## src/rtl/fp_mul_pipe_if.sv

```systemverilog
// rtl/fp_mul_pipe_if.sv - operand/product handshake bundle for fp_mul_pipe
// Ports (signals):
//   in_valid/in_ready/in_a/in_b     operand pair handshake, upstream -> block
//   out_valid/out_ready/out_p       product handshake, block -> downstream
// Modports: master = upstream/downstream side, slave = the multiplier.
interface fp_mul_pipe_if;
  logic        in_valid;
  logic        in_ready;
  logic [31:0] in_a;
  logic [31:0] in_b;
  logic        out_valid;
  logic        out_ready;
  logic [31:0] out_p;

  modport master (
    output in_valid, in_a, in_b, out_ready,
    input  in_ready, out_valid, out_p
  );

  modport slave (
    input  in_valid, in_a, in_b, out_ready,
    output in_ready, out_valid, out_p
  );
endinterface

```

## src/rtl/fp_mul_pipe.sv

```systemverilog
// rtl/fp_mul_pipe.sv - 3-stage FP32 multiplier, truncating, flush-to-zero
// Ports:
//   clk   rising-edge clock
//   rst   asynchronous active-high reset, clears all stage valids and out_p
//   bus   fp_mul_pipe_if.slave: operands in, packed FP32 product out
// Stages: S1 unpack/classify, S2 24x24 multiply, S3 normalize/pack.
module fp_mul_pipe #(
  parameter int          BIAS = 127,
  parameter logic [31:0] QNAN = 32'h7FC00000
) (
  input  logic        clk,
  input  logic        rst,
  fp_mul_pipe_if.slave bus
);

  // The whole pipe moves in lockstep; a stalled output freezes every stage,
  // so bubbles are kept rather than collapsed.
  logic w_advance;
  assign w_advance = !bus.out_valid || bus.out_ready;
  assign bus.in_ready = w_advance;

  // ---------------- S1 combinational: unpack/classify ----------------
  logic [7:0]        w_ea, w_eb;
  logic [22:0]       w_fa, w_fb;
  logic              w_a_zero, w_b_zero, w_a_inf, w_b_inf, w_a_nan, w_b_nan;
  logic signed [9:0] w_e1;

  assign w_ea = bus.in_a[30:23];
  assign w_eb = bus.in_b[30:23];
  assign w_fa = bus.in_a[22:0];
  assign w_fb = bus.in_b[22:0];

  // Exponent 0 means zero regardless of mantissa: denormals are flushed.
  assign w_a_zero = (w_ea == 8'h00);
  assign w_b_zero = (w_eb == 8'h00);
  assign w_a_inf  = (w_ea == 8'hFF) && (w_fa == 23'h0);
  assign w_b_inf  = (w_eb == 8'hFF) && (w_fb == 23'h0);
  assign w_a_nan  = (w_ea == 8'hFF) && (w_fa != 23'h0);
  assign w_b_nan  = (w_eb == 8'hFF) && (w_fb != 23'h0);

  // 10-bit signed covers -127..383, the full range of ea+eb-bias.
  assign w_e1 = $signed({2'b00, w_ea}) + $signed({2'b00, w_eb}) - $signed(10'(BIAS));

  logic              r_s1_valid, r_s1_sign, r_s1_nan, r_s1_inf, r_s1_zero;
  logic signed [9:0] r_s1_e;
  logic [23:0]       r_s1_ma, r_s1_mb;

  always_ff @(posedge clk or posedge rst) begin
    if (rst) begin
      r_s1_valid <= 1'b0;
      r_s1_sign  <= 1'b0;
      r_s1_nan   <= 1'b0;
      r_s1_inf   <= 1'b0;
      r_s1_zero  <= 1'b0;
      r_s1_e     <= '0;
      r_s1_ma    <= '0;
      r_s1_mb    <= '0;
    end else if (w_advance) begin
      r_s1_valid <= bus.in_valid;
      r_s1_sign  <= bus.in_a[31] ^ bus.in_b[31];
      r_s1_nan   <= w_a_nan || w_b_nan;
      r_s1_inf   <= w_a_inf || w_b_inf;
      r_s1_zero  <= w_a_zero || w_b_zero;
      r_s1_e     <= w_e1;
      r_s1_ma    <= {1'b1, w_fa};
      r_s1_mb    <= {1'b1, w_fb};
    end
  end

  // ---------------- S2: multiply ----------------
  logic              r_s2_valid, r_s2_sign, r_s2_nan, r_s2_inf, r_s2_zero;
  logic signed [9:0] r_s2_e;
  logic [47:0]       r_s2_p;

  always_ff @(posedge clk or posedge rst) begin
    if (rst) begin
      r_s2_valid <= 1'b0;
      r_s2_sign  <= 1'b0;
      r_s2_nan   <= 1'b0;
      r_s2_inf   <= 1'b0;
      r_s2_zero  <= 1'b0;
      r_s2_e     <= '0;
      r_s2_p     <= '0;
    end else if (w_advance) begin
      r_s2_valid <= r_s1_valid;
      r_s2_sign  <= r_s1_sign;
      r_s2_nan   <= r_s1_nan;
      r_s2_inf   <= r_s1_inf;
      r_s2_zero  <= r_s1_zero;
      r_s2_e     <= r_s1_e;
      r_s2_p     <= 48'(r_s1_ma) * 48'(r_s1_mb);
    end
  end

  // ---------------- S3 combinational: normalize/pack ----------------
  // Product of two [1,2) mantissas lies in [1,4): at most one shift needed.
  logic              w_norm;
  logic [22:0]       w_mant;
  logic signed [9:0] w_e3;
  logic [31:0]       w_pack;
  logic              w_unused;

  assign w_norm   = r_s2_p[47];
  assign w_mant   = w_norm ? r_s2_p[46:24] : r_s2_p[45:23];
  assign w_e3     = w_norm ? (r_s2_e + 10'sd1) : r_s2_e;
  // Truncated low product bits carry no information forward.
  assign w_unused = ^r_s2_p[22:0];

  always_comb begin
    w_pack = {r_s2_sign, w_e3[7:0], w_mant};
    if (r_s2_nan || (r_s2_inf && r_s2_zero)) begin
      w_pack = QNAN;
    end else if (r_s2_inf) begin
      w_pack = {r_s2_sign, 8'hFF, 23'h0};
    end else if (r_s2_zero) begin
      w_pack = {r_s2_sign, 31'h0};
    end else if (w_e3 >= 10'sd255) begin
      w_pack = {r_s2_sign, 8'hFF, 23'h0};
    end else if (w_e3 <= 10'sd0) begin
      w_pack = {r_s2_sign, 31'h0};
    end
  end

  logic        r_s3_valid;
  logic [31:0] r_s3_p;

  always_ff @(posedge clk or posedge rst) begin
    if (rst) begin
      r_s3_valid <= 1'b0;
      r_s3_p     <= 32'h0;
    end else if (w_advance) begin
      r_s3_valid <= r_s2_valid;
      r_s3_p     <= w_pack;
    end
  end

  assign bus.out_valid = r_s3_valid;
  assign bus.out_p     = r_s3_p;

endmodule

```

## src/flat_wrapper.sv

```systemverilog
// flat-port wrapper written by rule: the top's interface ports become plain ports
module fp_mul_pipe_flat 
#(
  parameter int          BIAS = 127,
  parameter logic [31:0] QNAN = 32'h7FC00000
)
  (clk, rst, bus_in_valid, bus_in_a, bus_in_b, bus_out_ready, bus_in_ready, bus_out_valid, bus_out_p);
  fp_mul_pipe_if bus_i ();
  input  logic clk;
  input  logic rst;
  input wire logic [$bits(bus_i.in_valid)-1:0] bus_in_valid;
  input wire logic [$bits(bus_i.in_a)-1:0] bus_in_a;
  input wire logic [$bits(bus_i.in_b)-1:0] bus_in_b;
  input wire logic [$bits(bus_i.out_ready)-1:0] bus_out_ready;
  output wire logic [$bits(bus_i.in_ready)-1:0] bus_in_ready;
  output wire logic [$bits(bus_i.out_valid)-1:0] bus_out_valid;
  output wire logic [$bits(bus_i.out_p)-1:0] bus_out_p;
  assign bus_i.in_valid = bus_in_valid;
  assign bus_i.in_a = bus_in_a;
  assign bus_i.in_b = bus_in_b;
  assign bus_i.out_ready = bus_out_ready;
  assign bus_in_ready = bus_i.in_ready;
  assign bus_out_valid = bus_i.out_valid;
  assign bus_out_p = bus_i.out_p;
  fp_mul_pipe #(.BIAS(BIAS), .QNAN(QNAN)) u_core (.clk(clk), .rst(rst), .bus(bus_i));
endmodule
```

## config.mk

```make
export PLATFORM = sky130hd
export DESIGN_NAME = fp_mul_pipe_flat
export DESIGN_NICKNAME = d
export VERILOG_FILES = /design/src/rtl/fp_mul_pipe_if.sv /design/src/rtl/fp_mul_pipe.sv /design/src/flat_wrapper.sv
export SDC_FILE = /design/constraint.sdc
export NUM_CORES = 2
export LEC_CHECK = 0
export BUFFER_PORTS_ARGS = -buffer_cell sky130_fd_sc_hd__buf_4
export CORE_ASPECT_RATIO = 0.8
export CORE_UTILIZATION = 50
export DETAILED_ROUTE_END_ITERATION = 10
export HOLD_SLACK_MARGIN = 0.05
export PLACE_DENSITY = 0.77
export SLEW_MARGIN = 25
export SYNTH_ARGS = -nofsm -noshare
export SYNTH_HDL_FRONTEND = slang
export SYNTH_SLANG_ARGS = --single-unit
```

## constraint.sdc

```tcl
create_clock -name clk -period 8.95 [get_ports clk]
set_input_delay 1.79 -clock clk [delete_from_list [all_inputs] [get_ports clk]]
set_output_delay 1.79 -clock clk [all_outputs]
set_load 0.05 [all_outputs]
```

[Word-level counts from Yosys, hierarchy flattened]
Cells that the tools add are included.
Operators by class
  add/sub/neg operators: 3
  multipliers: 1
  equality and inequality tests: 2
  muxes and demuxes: 7
  reductions and logical operators: 17
  bitwise operators: 1
  magnitude comparators: 2
Operators by type and width (number)
  2-to-1 mux 31 bit: 4
  multiplier 24 x 24 -> 48 bit: 1
  zero test 23 bit: 2
  nonzero test 23 bit: 2
  2-to-1 mux 32 bit: 1
  2-to-1 mux 23 bit: 1
  equality test 8 bit, second input constant: 2
  zero test 8 bit: 2
  adder 10 x 2 -> 10 bit, second input constant: 1
  greater-or-equal comparator 10 x 9 -> 1 bit, second input constant: 1
  less-or-equal comparator 10 x 1 -> 1 bit, second input constant: 1
  2-to-1 mux 10 bit: 1
  subtractor 10 x 8 -> 10 bit, second input constant: 1
  adder 8 x 8 -> 9 bit: 1
  logical AND 1 bit: 5
  logical OR 1 bit: 5
  zero test 1 bit: 1
  XOR 1 bit: 1
Word-level totals
  register bits after elaboration: 159
  word-level logic and storage cells: 50

[Longest topological paths before layout]
  word-level depth: 8
  mapped depth: 26

[Worst setup path after synthesis]
OpenSTA, ideal clock, no wires.
  path type: reg-to-reg
  start point: reg u_core.r_s1_mb[23]
  end point: reg u_core.r_s2_p[34]
  cell stages (with the launch flop): 25
  buffers on the path: 2
  setup slack: 2.049 ns
  arrival: 6.737 ns
  cells stage by stage: dfrtp_1 > clkbuf_1 > clkbuf_1 > and2_1 > fa_1 > fa_1 > inv_1 > fa_1 > fa_1 > inv_1 > fa_1 > fa_1 > inv_1 > fa_1 > inv_1 > ha_1 > a211oi_1 > o21ai_0 > a221o_1 > o2111a_1 > o31ai_1 > nand2b_1 > a221oi_1 > xor2_1 > a21oi_1
Between the ends
  cells in the longest elaborated chain, start to end: 1
Ends and longest elaborated chain
  start, declared: line fp_mul_pipe.sv:46  | logic [23:0] r_s1_ma, r_s1_mb;
  start signal, assigned: line fp_mul_pipe.sv:66  | r_s1_mb <= {1'b1, w_fb};
  multiplier 24 x 24 -> 48 bit: line fp_mul_pipe.sv:91  | r_s2_p <= 48'(r_s1_ma) * 48'(r_s1_mb);
  end signal, assigned: line fp_mul_pipe.sv:91
  end, declared: line fp_mul_pipe.sv:73  | logic [47:0] r_s2_p;
Every way passes these cells.
A chain may end at the register's enable or synchronous reset.

[Final worst setup path]
  start point: reg u_core.r_s1_mb[10]
  end point: reg u_core.r_s2_p[42]
The elaborated chain is that of the path after synthesis.

==> flow_summary_export.csv <==
group,metric,value,unit
worst_hold_path,hold_path.class,"flop to flop",
worst_setup_path,crit_end,"u_core.r_s2_p[42]",
worst_hold_path,min_from,"u_core.r_s2_valid",
place,dp_hpwl,52100,µm
clock_tree,cts_tree,"built",
worst_setup_path,r2r-end,"u_core.r_s2_p[42]",
yosys,netlist_area,24300,µm²
routing,routedWlPerCell,19.05,µm
worst_setup_path,r2r_cells,23,
yosys,synthFlopType,"dfrtp_1",
place,gp_congestion,0.9654,
routing,post_drt_via_cell_ratio,5.435,
yosys,async_flop_share,100.0,%
routing,drtIter0Drc,1610,
timing,post-route-period-util,89.59,%
timing,slew_violations,0,
grt,grt_pass1_vias,19579,
worst_setup_path,worstPathRequired,9.29,ns
yosys,syn_nets,3446,
worst_setup_path,cp-startpoint,"u_core.r_s1_mb[10]",
clock_tree,cts_hold_buf,0,
routing,post-route-drc-count,0,
worst_setup_path,crit_type,"flop to flop",
clock_tree,clk_path_buf_depth,2,
grt,grt_max_degree,86,
worst_setup_path,r2r_setup_slack,0.93,ns
timing,hold_violations,0,
finish,fillers,4123,
yosys,yosysWarnings,0,
outcome,status,"complete, no violations",
routing,dr_total_vias,18342,
timing,finalSetupTns,0,ns
finish,areaGrowthSynthToFinish,8.157,%
clock_tree,clk_pin_slew,0.07,ns
clock_tree,cts_buffers,17,
timing,slew_headroom,23.93,%
routing,antenna_left,0,
grt,grt_use_total,27.57,%
clock_tree,cts_root_buf,"clkbuf_16",
clock_tree,clkLatencyLatePin,0.43,ns
timing,fin_worst_skew,0.01531,ns
clock_tree,ctsResizeCount,0,
grt,grt_pass1_wl,105900,µm
timing,whs,0.4683,ns
timing,worstMarginPinSlew,1.141,ns
floorplanning,ioPinCount,102,
clock_tree,cts_setup_buffers,0,
floorplanning,fp.dieH,199.2,µm
worst_setup_path,worstReg2RegStart,"u_core.r_s1_mb[10]",
worst_setup_path,arrival,8.36,ns
floorplanning,start_util,51.22,%
grt,gr-total-overflow,0,
clock_tree,htree_levels,4,
job,cap_violations,0,
worst_setup_path,critPathMaxFanout,25,
yosys,synth.avg_cell_area,8.946,µm²
floorplanning,die_area,49490,µm²
finish,fin_nets,3469,
timing,period_minus_slack,8.018,ns
grt,antenna_found_initial,2,
worst_setup_path,cp-start-kind,"flop",
yosys,synth_edf_count,0,
routing,firstDrtPassIters,5,
yosys,yosysSeqAreaShare,13.90,%
routing,drt-total-wl,64300,µm
yosys,yosys_register_bits,135,
timing,rsz0062_at_grt,"false",
yosys,syn_inst,2716,
clock_tree,cts_sinks,135,
yosys,synth_cell_types,60,
timing,setup_viol,0,
floorplanning,core,47440,µm²
floorplanning,die_w,248.5,µm
worst_setup_path,endpoint_kind,"flop",
place,io_buffers,101,
floorplanning,fp-row-count,71,
timing,timing.fmax,124.7,MHz
finish,drive_gt1_share,6.722,%
## stage by stage
step / util [%] / worst slack, ns / std cells / instance area [µm²]
after floorplan: - / 2.049 / 2716 / 24300
after global placement: 53.99 / 1.330 / 3339 / 25610
after detailed placement: 54.00 / 1.096 / 3339 / 25610
after CTS: 55.35 / 1.028 / 3371 / 26260
after global routing: 55.38 / 0.6278 / 3372 / 26270
final: 55.40 / 0.9320 / 3375 / 26280
## logic make-up (layout without fill, tap and decap cells)
| logic type | after synthesis | after routing | share of synthesized area [%] |
|---|---|---|---|
| AO/OA/AOI/OAI | 181 | 181 | 4.748 |
| XOR/XNOR | 46 | 46 | 1.658 |
| adder cells (fa/ha/maj) | 662 | 662 | 48.98 |
| buffers and inverters | 697 | 733 | 10.78 |
| flip-flops | 135 | 135 | 13.90 |
| multiplexers | 27 | 27 | 1.123 |
| other | 0 | 3 | 0 |
| AND/OR/NAND/NOR | 968 | 968 | 18.81 |
## cell usage after synthesis (all sizes together), types with 2 or more instances
| library cell | count | area (µm²) |
|---|---|---|
| a2111oi | 2 | 18.77 |
| a211oi | 5 | 37.54 |
| a21o | 22 | 165.2 |
| a21oi | 53 | 276.5 |
| a221o | 2 | 20.02 |
| a221oi | 4 | 35.03 |
| a311oi | 3 | 26.28 |
| a31oi | 7 | 58.81 |
| and2 | 295 | 1846 |
| and3 | 7 | 43.79 |
| buf | 5 | 21.27 |
| clkbuf | 129 | 484.2 |
| dfrtp | 135 | 3378 |
| fa | 482 | 9649 |
| ha | 180 | 2252 |
| inv | 563 | 2113 |
| mux2 | 2 | 22.52 |
| mux2i | 25 | 250.2 |
| nand2 | 541 | 2033 |
| nand2b | 6 | 37.54 |
| nand3 | 15 | 75.07 |
| nand4 | 14 | 87.58 |
| nor2 | 49 | 183.9 |
| nor2b | 4 | 25.02 |
| nor3 | 9 | 45.04 |
| nor3b | 4 | 30.03 |
| nor4 | 15 | 93.84 |
| o211a | 3 | 30.03 |
| o21a | 5 | 37.54 |
| o21ai | 55 | 279.0 |
| o21bai | 4 | 30.03 |
| o31ai | 3 | 22.52 |
| or2 | 2 | 12.51 |
| or4 | 2 | 15.01 |
| xnor2 | 25 | 219.0 |
| xor2 | 21 | 183.9 |
## how the worst min path moves through the flow
stage                             end  slack [ns]  cells after the start
global route         u_core.r_s2_e[3]        0.48                      2
CTS                 u_core.r_s2_valid        0.47                      2
detailed placement  u_core.r_s2_valid        0.45                      2
floorplan           u_core.r_s2_valid        0.43                      2
global placement    u_core.r_s2_valid        0.44                      2
finish              u_core.r_s2_valid        0.47                      2
## metal layers
| metal | up-vias | wire [µm] | track usage (%) |
|---|---|---|---|
| met2 | 911 | 28450 | 42.43 |
| met5 | - | 0 | 0 |
| li1 | 8113 | - | - |
| met4 | 0 | 1746 | 8.627 |
| met1 | 9195 | 26940 | 38.06 |
| met3 | 123 | 7154 | 7.542 |
## cells in the final DEF, fill, tap and decap left out, types with 3 or more instances in the layout
| master | count |
|---|---|
| a21oi_1 | 52 |
| inv_6 | 5 |
| xnor2_1 | 25 |
| nand2b_1 | 6 |
| inv_1 | 561 |
| mux2i_1 | 25 |
| nor3b_1 | 4 |
| o21a_1 | 5 |
| nor2b_1 | 3 |
| ha_1 | 180 |
| a211oi_1 | 5 |
| a31oi_1 | 6 |
| dfrtp_1 | 134 |
| nand4_1 | 14 |
| fa_1 | 482 |
| bufinv_16 | 4 |
| a21o_1 | 22 |
| diode_2 | 3 |
| nand2_1 | 540 |
| and2_1 | 295 |
| buf_4 | 136 |
| a221oi_1 | 4 |
| and3_1 | 7 |
| clkbuf_16 | 17 |
| o21ai_0 | 54 |
| nor3_1 | 9 |
| o211a_1 | 3 |
| a311oi_1 | 3 |
| o21bai_1 | 4 |
| xor2_1 | 21 |
| o31ai_1 | 3 |
| clkinv_4 | 5 |
| nor4_1 | 15 |
| nor2_1 | 49 |
| nand3_1 | 15 |
## area by class of cell
class	instances	area, µm²	share of cell area (%)
clock inverter	15	215.2	0.8189
antenna	3	7.507	0.02857
sequential	135	3379	12.86
inverter	563	2120	8.065
tap	620	775.7	2.952
timing repair buffer	138	1044	3.971
multi-input combinational	1884	18310	69.69
clock buffer	17	425.4	1.619
## state kept, by name, indices dropped and copies added (netlist names)
signal	flops
u_core.r_s2_sign	1
u_core.r_s2_valid	1
u_core.bus.out_valid	1
u_core.r_s2_e	10
u_core.r_s1_sign	1
u_core.r_s1_valid	1
u_core.r_s1_mb	24
u_core.r_s1_e	10
u_core.r_s2_p	25
u_core.r_s2_zero	1
u_core.r_s1_nan	1
u_core.r_s2_inf	1
u_core.r_s1_inf	1
u_core.r_s1_zero	1
u_core.r_s2_nan	1
u_core.r_s1_ma	23
u_core.bus.out_p	32
## critical path, stage by stage, from the launching register on
cell,delay [ns]
dfrtp_1,1.10
nand2_1,0.23
fa_1,0.56
fa_1,0.55
inv_1,0.05
fa_1,0.50
inv_1,0.06
fa_1,0.52
inv_1,0.06
fa_1,0.45
fa_1,0.52
inv_1,0.06
fa_1,0.48
inv_1,0.04
ha_1,0.31
a211oi_1,0.30
o21ai_0,0.16
a221o_1,0.38
o2111a_1,0.31
o31ai_1,0.36
o21ai_2,0.15
a31oi_1,0.37
o21ai_0,0.19
a211oi_1,0.22
Power is left out: the tool's default activity adds up to more than one toggle a clock period on the data nets, which glitch-free logic cannot reach.
